## config.mk

```make
export PLATFORM = sky130hd
export DESIGN_NAME = wb_write_queue
export DESIGN_NICKNAME = d
export VERILOG_FILES = /design/src/rtl/wb_write_queue.sv
export SDC_FILE = /design/constraint.sdc
export NUM_CORES = 1
export LEC_CHECK = 0
export BUFFER_PORTS_ARGS = -buffer_cell sky130_fd_sc_hd__buf_4
export CAP_MARGIN = 15
export CORE_ASPECT_RATIO = 1.1
export CORE_MARGIN = 4
export CORE_UTILIZATION = 56
export DETAILED_ROUTE_END_ITERATION = 6
export GPL_TIMING_DRIVEN = 0
export PLACE_DENSITY = 0.81
export SLEW_MARGIN = 20
export SYNTH_ARGS = -nofsm -noshare
export SYNTH_HDL_FRONTEND = slang
export SYNTH_SLANG_ARGS = --single-unit
```

## constraint.sdc

```tcl
create_clock -name clk -period 3.4 [get_ports clk]
set_input_delay 0.34 -clock clk [delete_from_list [all_inputs] [get_ports clk]]
set_output_delay 0.34 -clock clk [all_outputs]
set_load 0.1 [all_outputs]
```

## src/rtl/wb_write_queue.sv

```systemverilog
// Four-entry write-back queue merging pipeline (A) and multi-cycle (B) register writes.
// Optional: define WB_TRACE_EN to print one trace line per retired register write.
module wb_write_queue (
    input  logic        clk,
    input  logic        reset,
    input  logic        a_valid,
    output logic        a_ready,
    input  logic [31:0] a_pc,
    input  logic [4:0]  a_addr,
    input  logic [31:0] a_data,
    input  logic        b_valid,
    output logic        b_ready,
    input  logic [31:0] b_pc,
    input  logic [4:0]  b_addr,
    input  logic [31:0] b_data,
    input  logic        wb_hold,
    output logic        reg_write,
    output logic [31:0] pc,
    output logic [4:0]  reg_addr,
    output logic [31:0] reg_data,
    input  logic [4:0]  q1_addr,
    output logic        q1_busy,
    input  logic [4:0]  q2_addr,
    output logic        q2_busy,
    output logic [2:0]  count,
    output logic        full,
    output logic        empty
);
    localparam int DEPTH = 4;

    logic [31:0]      pc_mem   [DEPTH];
    logic [4:0]       addr_mem [DEPTH];
    logic [31:0]      data_mem [DEPTH];
    logic [1:0]       wr_ptr, rd_ptr;
    logic [2:0]       occ;
    logic             a_fire, b_fire, enq, deq;
    logic [31:0]      enq_pc, enq_data;
    logic [4:0]       enq_addr;
    logic [DEPTH-1:0] live;

    assign count   = occ;
    assign full    = (occ == 3'd4);
    assign empty   = (occ == 3'd0);
    assign a_ready = !full;
    assign b_ready = !full && !a_valid;
    assign a_fire  = a_valid && a_ready;
    assign b_fire  = b_valid && b_ready;

    // Writes to $0 finish the handshake but are dropped before the queue.
    always_comb begin
        // NOTE: every output of a combinational block gets a default first, so no latch is inferred.
        enq_pc   = a_pc;
        enq_addr = a_addr;
        enq_data = a_data;
        if (!a_fire) begin
            enq_pc   = b_pc;
            enq_addr = b_addr;
            enq_data = b_data;
        end
        enq = (a_fire || b_fire) && (enq_addr != 5'd0);
    end

    assign reg_write = !empty && !wb_hold;
    assign deq       = reg_write;
    assign pc        = reg_write ? pc_mem[rd_ptr]   : '0;
    assign reg_addr  = reg_write ? addr_mem[rd_ptr] : '0;
    assign reg_data  = reg_write ? data_mem[rd_ptr] : '0;

    always_ff @(posedge clk or negedge reset) begin
        // NOTE: sequential state uses non-blocking assignments so every register samples pre-edge values.
        if (!reset) begin
            wr_ptr <= 2'd0;
            rd_ptr <= 2'd0;
            occ    <= 3'd0;
        end else begin
            if (enq) wr_ptr <= wr_ptr + 2'd1;
            if (deq) rd_ptr <= rd_ptr + 2'd1;
            case ({enq, deq})
                2'b10:   occ <= occ + 3'd1;
                2'b01:   occ <= occ - 3'd1;
                default: occ <= occ;
            endcase
        end
    end

    // NOTE: entry storage has no reset; every consumer is gated by occupancy.
    always_ff @(posedge clk) begin
        if (enq) begin
            pc_mem[wr_ptr]   <= enq_pc;
            addr_mem[wr_ptr] <= enq_addr;
            data_mem[wr_ptr] <= enq_data;
        end
    end

    // A slot is live when its distance from the head is below the occupancy.
    always_comb begin
        live    = '0;
        q1_busy = 1'b0;
        q2_busy = 1'b0;
        for (int i = 0; i < DEPTH; i++) begin
            live[i] = ({1'b0, 2'(i) - rd_ptr} < occ);
            if (live[i] && (q1_addr != 5'd0) && (addr_mem[i] == q1_addr)) q1_busy = 1'b1;
            if (live[i] && (q2_addr != 5'd0) && (addr_mem[i] == q2_addr)) q2_busy = 1'b1;
        end
    end

`ifdef WB_TRACE_EN
    always_ff @(posedge clk) begin
        if (reset && reg_write)
            $display("@%08h: $%0d <= %08h", pc, reg_addr, reg_data);
    end
`endif

endmodule

```

Word-level counts from Yosys, hierarchy flattened

Memory sizes are Yosys's and may differ from the RTL's.
Cells that the tools add are included.

$add $sub $neg: 8
$mul: 0
Divide/modulo/power cells: 0
Order comparisons: 4
Equal/unequal tests: 11
Shift-type cells: 0
Multiplexer cells: 17
Bitwise gates (word level): 0
Reduce and logical (&&, ||, !) cells: 31

Operator list:

| operator                                            | count |
|---|---|
| two-way mux 32 bit                                  | 4 |
| equality test 5 bit                                 | 8 |
| logical AND 1 bit                                   | 21 |
| nonzero test 5 bit                                  | 3 |
| < comparator 2 x 3 -> 1 bit                         | 4 |
| two-way mux 1 bit                                   | 10 |
| two-way mux 5 bit                                   | 2 |
| case mux 3 bit (2 select lines)                     | 1 |
| adder 2 x 1 -> 2 bit, second input constant         | 2 |
| logical NOT 1 bit                                   | 4 |
| subtractor 1 x 2 -> 2 bit, first input constant     | 2 |
| subtractor 2 bit, first input constant              | 2 |
| adder 3 x 1 -> 3 bit, second input constant         | 1 |
| equality test 3 bit, second input constant          | 1 |
| logical NOT 3 bit                                   | 1 |
| subtractor 3 x 1 -> 3 bit, second input constant    | 1 |
| equality test 2 x 1 -> 1 bit, second input constant | 1 |
| equality test 2 bit, second input constant          | 1 |
| nonzero test 2 bit                                  | 1 |
| logical OR 1 bit                                    | 1 |

Register bits: 7
Latch bits: 0
Bits in writable memories: 276
Bits in read-only memories: 0
Input port bits: 153
Output and inout bits: 79
Word-level logic and storage cells: 77
Memories kept: 3

Memories:

| name     | words | bits a word | read ports | clocked after Yosys merged registers in | wr ports | line | source |
|---|---|---|---|---|---|---|---|
| data_mem | 4     | 32          | 1          | 0                                       | 1        | 33   | `logic [31:0] data_mem [DEPTH];` |
| pc_mem   | 4     | 32          | 1          | 0                                       | 1        | 31   | `logic [31:0] pc_mem [DEPTH];` |
| addr_mem | 4     | 5           | 5          | 0                                       | 1        | 32   | `logic [4:0] addr_mem [DEPTH];` |

Depth between registers and ports, before layout

Depth after elaboration: 8
Mapped depth: 11
Mapped depth without buffers: 11

Worst setup path after synthesis

Ideal clock, no wire load.

Path type: register to register
Start: reg occ[2], in the netlist count[2]
End: reg occ[2], in the netlist count[2]
Library setup time: 0.125 ns
Arrival: 5.134 ns
Required time: 3.275 ns
Slack: -1.859 ns
Cell stages (with the launch flop): 11
Buffers on the path: 2
Period minus slack after synthesis: 5.259 ns
Path through: dfrtp_1 > buf_2 > nor3_1 > nor2_2 > clkbuf_1 > ha_1 > inv_1 > fa_1 > xor2_1 > nor2_1 > xor2_1

Elaborated cells between the ends (all ways): 18
Those cells by class: 2 x add/sub; 3 x eq/ne; 2 x mux; 11 x reduce/logical

RTL lines:

| item                                                                         | line | source |
|---|---|---|
| start: declaration                                                           | 35   | `logic [2:0] occ;` |
| start signal: assignment                                                     | 79   | `2'b10: occ <= occ + 3'd1;` |
| start signal: assignment                                                     | 80   | `2'b01: occ <= occ - 3'd1;` |
| logical NOT 3 bit (*)                                                        | 43   | `assign empty = (occ == 3'd0);` |
| net empty                                                                    | 27   | `output logic empty` |
| logical NOT 1 bit (*)                                                        | 63   | `assign reg_write = !empty && !wb_hold;` |
| logical AND 1 bit (*)                                                        | 63   |  |
| net reg_write                                                                | 17   | `output logic reg_write,` |
| equality test 2 x 1 -> 1 bit / equality test 2 bit (equally long branches)   | 78   | `case ({enq, deq})` |
| case mux 3 bit (2 select lines) / nonzero test 2 bit (equally long branches) | --   |  |

The timed path passes the listed nets; every way through them passes the cells marked *.
A chain may end at the register's enable or synchronous reset.

Final worst setup path

Start: reg rd_ptr[0]
End: out q2_busy

Cells in the longest elaborated chain, start to end: 8
Elaborated cells between the ends (all ways): 20
Those cells by class: 4 x add/sub; 4 x order compare; 4 x mux; 8 x reduce/logical

RTL lines:

| item                            | line | source |
|---|---|---|
| start: declaration              | 34   | `logic [1:0] wr_ptr, rd_ptr;` |
| start signal: assignment        | 77   | `if (deq) rd_ptr <= rd_ptr + 2'd1;` |
| subtractor 1 x 2 -> 2 bit       | 101  | `live[i] = ({1'b0, 2'(i) - rd_ptr} < occ);` |
| < comparator 2 x 3 -> 1 bit     | 101  |  |
| logical AND 1 bit (2 in series) | 103  | `if (live[i] && (q2_addr != 5'd0) && (addr_mem[i] == q2_addr)) q2_busy = 1'b1;` |
| two-way mux 1 bit (3 in series) | 103  |  |
| two-way mux 1 bit (*)           | 103  |  |
| end: declaration                | 24   | `output logic q2_busy,` |

Every way passes the cells marked *; elsewhere a longest branch is shown, timed or not.

==> report_table.html <==
<table>
<tr><th>Metric</th><th>Value</th></tr>
<tr><th colspan="2">Status</th></tr>
<tr><td>Status</td><td>completed</td></tr>
<tr><th colspan="2">Synth</th></tr>
<tr><td>Biggest area consumer among synthesized cells</td><td>edfxtp_1</td></tr>
<tr><td>Share of Yosys cell area claimed by the top area cell type</td><td>0.672</td></tr>
<tr><td>Portion of the post-synthesis area used by sequential elements</td><td>0.686</td></tr>
<tr><td>Post-synthesis instance area</td><td>0.0123 mm2</td></tr>
<tr><td>Number of synthesized flops with an enable pin</td><td>276</td></tr>
<tr><td>Count of yosys warnings during synthesis</td><td>0</td></tr>
<tr><td>Post-Syn Area per Cell</td><td>18.9 um2</td></tr>
<tr><td>Cell types with the largest area share after synthesis</td><td>edfxtp_1 (67%), mux4_2 (13%), mux2_2 (6.3%)</td></tr>
<tr><td>Synth Register Bits</td><td>~280</td></tr>
<tr><td>Total nets after synthesis</td><td>817</td></tr>
<tr><td>Post-synth top flop</td><td>edfxtp_1</td></tr>
<tr><td>Synthesized instance count</td><td>654</td></tr>
<tr><td>Synth unique cells</td><td>30</td></tr>
<tr><td>Async set or reset register ratio after synthesis</td><td>0.0247</td></tr>
<tr><th colspan="2">Final layout</th></tr>
<tr><td>Synthesis-to-finish area growth</td><td>24.6%</td></tr>
<tr><td>Final Instance Area</td><td>0.0154 mm2</td></tr>
<tr><td>Ratio of cells with drive above 1 in the final layout</td><td>0.470</td></tr>
<tr><td>Number of nets at the end of the flow</td><td>between 1000 and 1500</td></tr>
<tr><td>Fillers</td><td>1372</td></tr>
<tr><th colspan="2">Worst setup path</th></tr>
<tr><td>Highest fanout seen on the critical path</td><td>10</td></tr>
<tr><td>Critical path's most frequent cell</td><td>buf_6</td></tr>
<tr><td>Required time reported for the critical path endpoint</td><td>3060 ps</td></tr>
<tr><td>CP startpoint kind</td><td>register</td></tr>
<tr><td>CP Class</td><td>reg2out</td></tr>
<tr><td>Slowest cell on crit path</td><td>dfrtp_1</td></tr>
<tr><td>Kind of cell with the highest combined delay on the critical path</td><td>buffers and inverters</td></tr>
<tr><td>Arrival time of the worst setup path</td><td>2910 ps</td></tr>
<tr><td>Ordered cell list for the critical path</td><td>buf_4 &gt; buf_6 &gt; xnor2_1 &gt; inv_1 &gt; ha_1 &gt; nand2b_1 &gt; o22ai_1 &gt; nor4_1 &gt; nor4_2 &gt; a21oi_2 &gt; buf_6</td></tr>
<tr><td>Longest individual stage delay on the worst path</td><td>410 ps</td></tr>
<tr><td>Worst path buffer plus inverter count</td><td>4</td></tr>
<tr><td>Critical Path End Type</td><td>output pin</td></tr>
<tr><th colspan="2">Power</th></tr>
<tr><td>Power density cells</td><td>1050 mW/mm2</td></tr>
<tr><td>Leakage Power</td><td>5.55 nW</td></tr>
<tr><td>Largest voltage drop on the vdd net</td><td>0.000830 V</td></tr>
<tr><th colspan="2">Detailed routing</th></tr>
<tr><td>Vias post-DR</td><td>6785</td></tr>
<tr><td>First-pass iteration count of the detailed router</td><td>4</td></tr>
<tr><td>Residual DRC count</td><td>0</td></tr>
<tr><td>Wire per inst</td><td>21.5 um</td></tr>
<tr><td>Routed wire length</td><td>26200 um</td></tr>
<tr><td>Per-cell via count in the routed design</td><td>5.57</td></tr>
<tr><td>Iteration-0 DRC count of the detailed router</td><td>375</td></tr>
<tr><td>Count of antenna-violating nets left after detailed routing</td><td>0</td></tr>
<tr><th colspan="2">Timing</th></tr>
<tr><td>Tcrit/Tclk final</td><td>0.955</td></tr>
<tr><td>Setup violation total in the final timing report</td><td>0</td></tr>
<tr><td>Final-report max-slew violation count</td><td>0</td></tr>
<tr><td>Worst rel slew slack</td><td>0.272</td></tr>
<tr><td>Hold violation total from the final report</td><td>0</td></tr>
<tr><td>Post-Route Setup TNS</td><td>0 ps</td></tr>
<tr><td>Final setup skew</td><td>10.4 ps</td></tr>
<tr><td>Slew at the pin with the worst max-slew slack</td><td>1090 ps</td></tr>
<tr><td>Post-route minimum period</td><td>3250 ps</td></tr>
<tr><td>Max Freq</td><td>0.308 GHz</td></tr>
<tr><th colspan="2">Global route</th></tr>
<tr><td>Met2 routing resource usage after global routing</td><td>0.367</td></tr>
<tr><td>Wire length of the first global-routing pass</td><td>39400 um</td></tr>
<tr><td>Global Route Usage Sum</td><td>0.211</td></tr>
<tr><td>Pin count of the biggest net entering global routing</td><td>70</td></tr>
<tr><td>Initial antenna violation count</td><td>1</td></tr>
<tr><td>Grt met1 use</td><td>0.286</td></tr>
<tr><td>Most crowded layer after global routing</td><td>met2</td></tr>
<tr><td>Global-route met3 utilization</td><td>0.0308</td></tr>
<tr><td>Total overflow reported by the global router</td><td>0</td></tr>
<tr><td>Number of global-route vias before repair</td><td>just under 7000</td></tr>
<tr><th colspan="2">Floorplan</th></tr>
<tr><td>Placeable core area</td><td>0.0215 mm2</td></tr>
<tr><td>Number of placement rows</td><td>56</td></tr>
<tr><td>Die span in y</td><td>164 um</td></tr>
<tr><td>Starting density of the core</td><td>0.573</td></tr>
<tr><td>Die extent in x</td><td>150 um</td></tr>
<tr><td>Total die area</td><td>approximately 0.024 mm2</td></tr>
<tr><td>Boundary Pins</td><td>232</td></tr>
<tr><th colspan="2">Clock network</th></tr>
<tr><td>Post-CTS setup-driven buffer insertion count</td><td>0</td></tr>
<tr><td>H-tree lvl count</td><td>1</td></tr>
<tr><td>Reg clk slew, reported paths</td><td>60 ps</td></tr>
<tr><td>CTS Root Cell</td><td>clkbuf_16</td></tr>
<tr><td>Total clock buffers created by CTS</td><td>28</td></tr>
<tr><td>Clock latency of the later-clocked register in the worst-skew pair</td><td>520 ps</td></tr>
<tr><td>Worst-case clock buffer depth</td><td>3</td></tr>
<tr><td>CTS tree</td><td>yes</td></tr>
<tr><td>Number of sinks driven by the clock tree</td><td>283</td></tr>
<tr><th colspan="2">Placed design</th></tr>
<tr><td>Cell area reported after detailed placement</td><td>0.0144 mm2</td></tr>
<tr><td>Count of buffers from port buffering</td><td>221</td></tr>
<tr><td>Last weighted congestion value of the routability-driven placer</td><td>0.907</td></tr>
<tr><td>Placed wire-length estimate after detailed placement</td><td>17200 um</td></tr>
<tr><th colspan="2">Flow run</th></tr>
<tr><td>Number of max-capacitance violations reported</td><td>0</td></tr>
<tr><th colspan="2">Worst hold path</th></tr>
<tr><td>Worst Hold Class</td><td>in2reg</td></tr>
</table>
## placed cells by master (no fill, tap or decap), types with 2 or more instances in the layout
cell type,count
edfxtp_1,276
buf_4,226
mux2_2,69
mux4_2,69
and2_1,69
clkbuf_1,29
clkbuf_16,29
xnor2_1,28
xor2_1,19
inv_1,11
ha_1,9
clkinv_1,9
nand3_1,8
buf_2,7
nor4_1,7
nor2_1,5
buf_6,5
and2_4,4
nor4_2,4
dfrtp_1,4
o21ai_0,3
nand2_1,3
bufinv_16,3
dfrtp_2,3
nor2_2,2
clkbuf_4,2
clkinvlp_4,2
nor3_1,2
nand2b_1,2
o22ai_1,2
o21ba_2,2
a21oi_2,2
clkinv_2,2
## final timing paths
check / startpoint / to / slack (ps) / cells after the start
max: rd_ptr[0]$_DFFE_PN0P_ / q2_busy / 150 / 11
min: a_pc[28] / pc_mem[2][28]$_DFFE_PP_ / 170 / 2
max reg2reg: count[2]$_DFFE_PN0P_ / count[2]$_DFFE_PN0P_ / 680 / 10
min reg2reg: count[1]$_DFFE_PN0P_ / count[1]$_DFFE_PN0P_ / 580 / 2
max in group asynchronous: reset / count[2]$_DFFE_PN0P_ / 3070 / 2
min in group asynchronous: reset / wr_ptr[1]$_DFFE_PN0P_ / 190 / 2
## worst register-to-register path, cell delays in order, from the launching register on
cell and delay [ps]:
dfrtp_2 350, buf_2 220, nor3_4 70, nor2_2 540, clkbuf_4 380, ha_1 210, inv_1 70, fa_1 370
xor2_1 150, nor2_1 140, xor2_1 160
## routing by layer
layer  routed length (um)  share of wire  vias up
met5                    0              0        -
met4                  543          0.021        0
met3                 1530          0.058       33
met2                13700           0.52      206
met1                10500           0.40     3486
li1                     -              -     3060
## report_power, final
part           switching (W)  leakage [nW]  internal (W)
Combinational        0.00538          2.48       0.00235
Sequential          0.000301          2.63       0.00518
Clock                0.00121         0.435       0.00178
Total                0.00689          5.55       0.00931
## cells by family (layout without fill, tap and decap cells)
logic type      after synthesis  count (layout)  synth area share
flops                       283             283             0.686
mux                         138             138             0.189
simple gates                111             111            0.0535
buf+inv                      53             327            0.0204
xor+xnor                     47              47            0.0334
compound gates               12              12           0.00690
fa+ha+maj                    10              10            0.0108
other cells                   0               1                 0
## cell usage after synthesis, types with 6 or more instances
| master | count |
|---|---|
| and2_1 | 73 |
| buf_2 | 9 |
| buf_4 | 7 |
| clkbuf_1 | 23 |
| dfrtp_1 | 7 |
| edfxtp_1 | 276 |
| ha_1 | 9 |
| inv_1 | 12 |
| mux2_2 | 69 |
| mux4_2 | 69 |
| nand3_1 | 8 |
| nor2_1 | 6 |
| nor4_1 | 11 |
| xnor2_1 | 28 |
| xor2_1 | 19 |
## metrics by stage
step	util	power, W	hold slack [ps]	std cells	worst slack [ps]
after floorplan	-	0.0115	44.4	654	119
after global placement	0.670	0.0132	166	1165	554
after detailed placement	0.670	0.0133	166	1165	528
after CTS	0.713	0.0163	149	1218	23.9
after global routing	0.714	0.0169	156	1218	-1.32
final	0.715	0.0162	168	1219	153
## sequential cells by signal, indices dropped and copies added (netlist names)
signal,flops
count,3
wr_ptr,2
data_mem,128
addr_mem,20
rd_ptr,2
pc_mem,128
## cell type report
cell class | count | area (um2) | share of cell area
flip-flops and latches | 283 | 8470 | 0.551
plain buffers | 41 | 219 | 0.0142
inverters | 12 | 48.8 | 0.00317
clock inverters | 16 | 150 | 0.00977
repair buffers | 222 | 1680 | 0.109
clock buffers | 36 | 752 | 0.0489
well taps | 290 | 363 | 0.0236
diodes | 1 | 2.50 | 0.000163
multi-input cells | 318 | 3690 | 0.240
## timing repair
action / CTS / global route
endpoints found under the hold margin: 7 / 0
setup endpoints to repair: 2 / 2
gates cloned: 0 / 0
gates resized for setup: 1 / 8
hold buffers: 1 / 0
pin swaps: 0 / 1
Power figures use the tool's default switching activity.
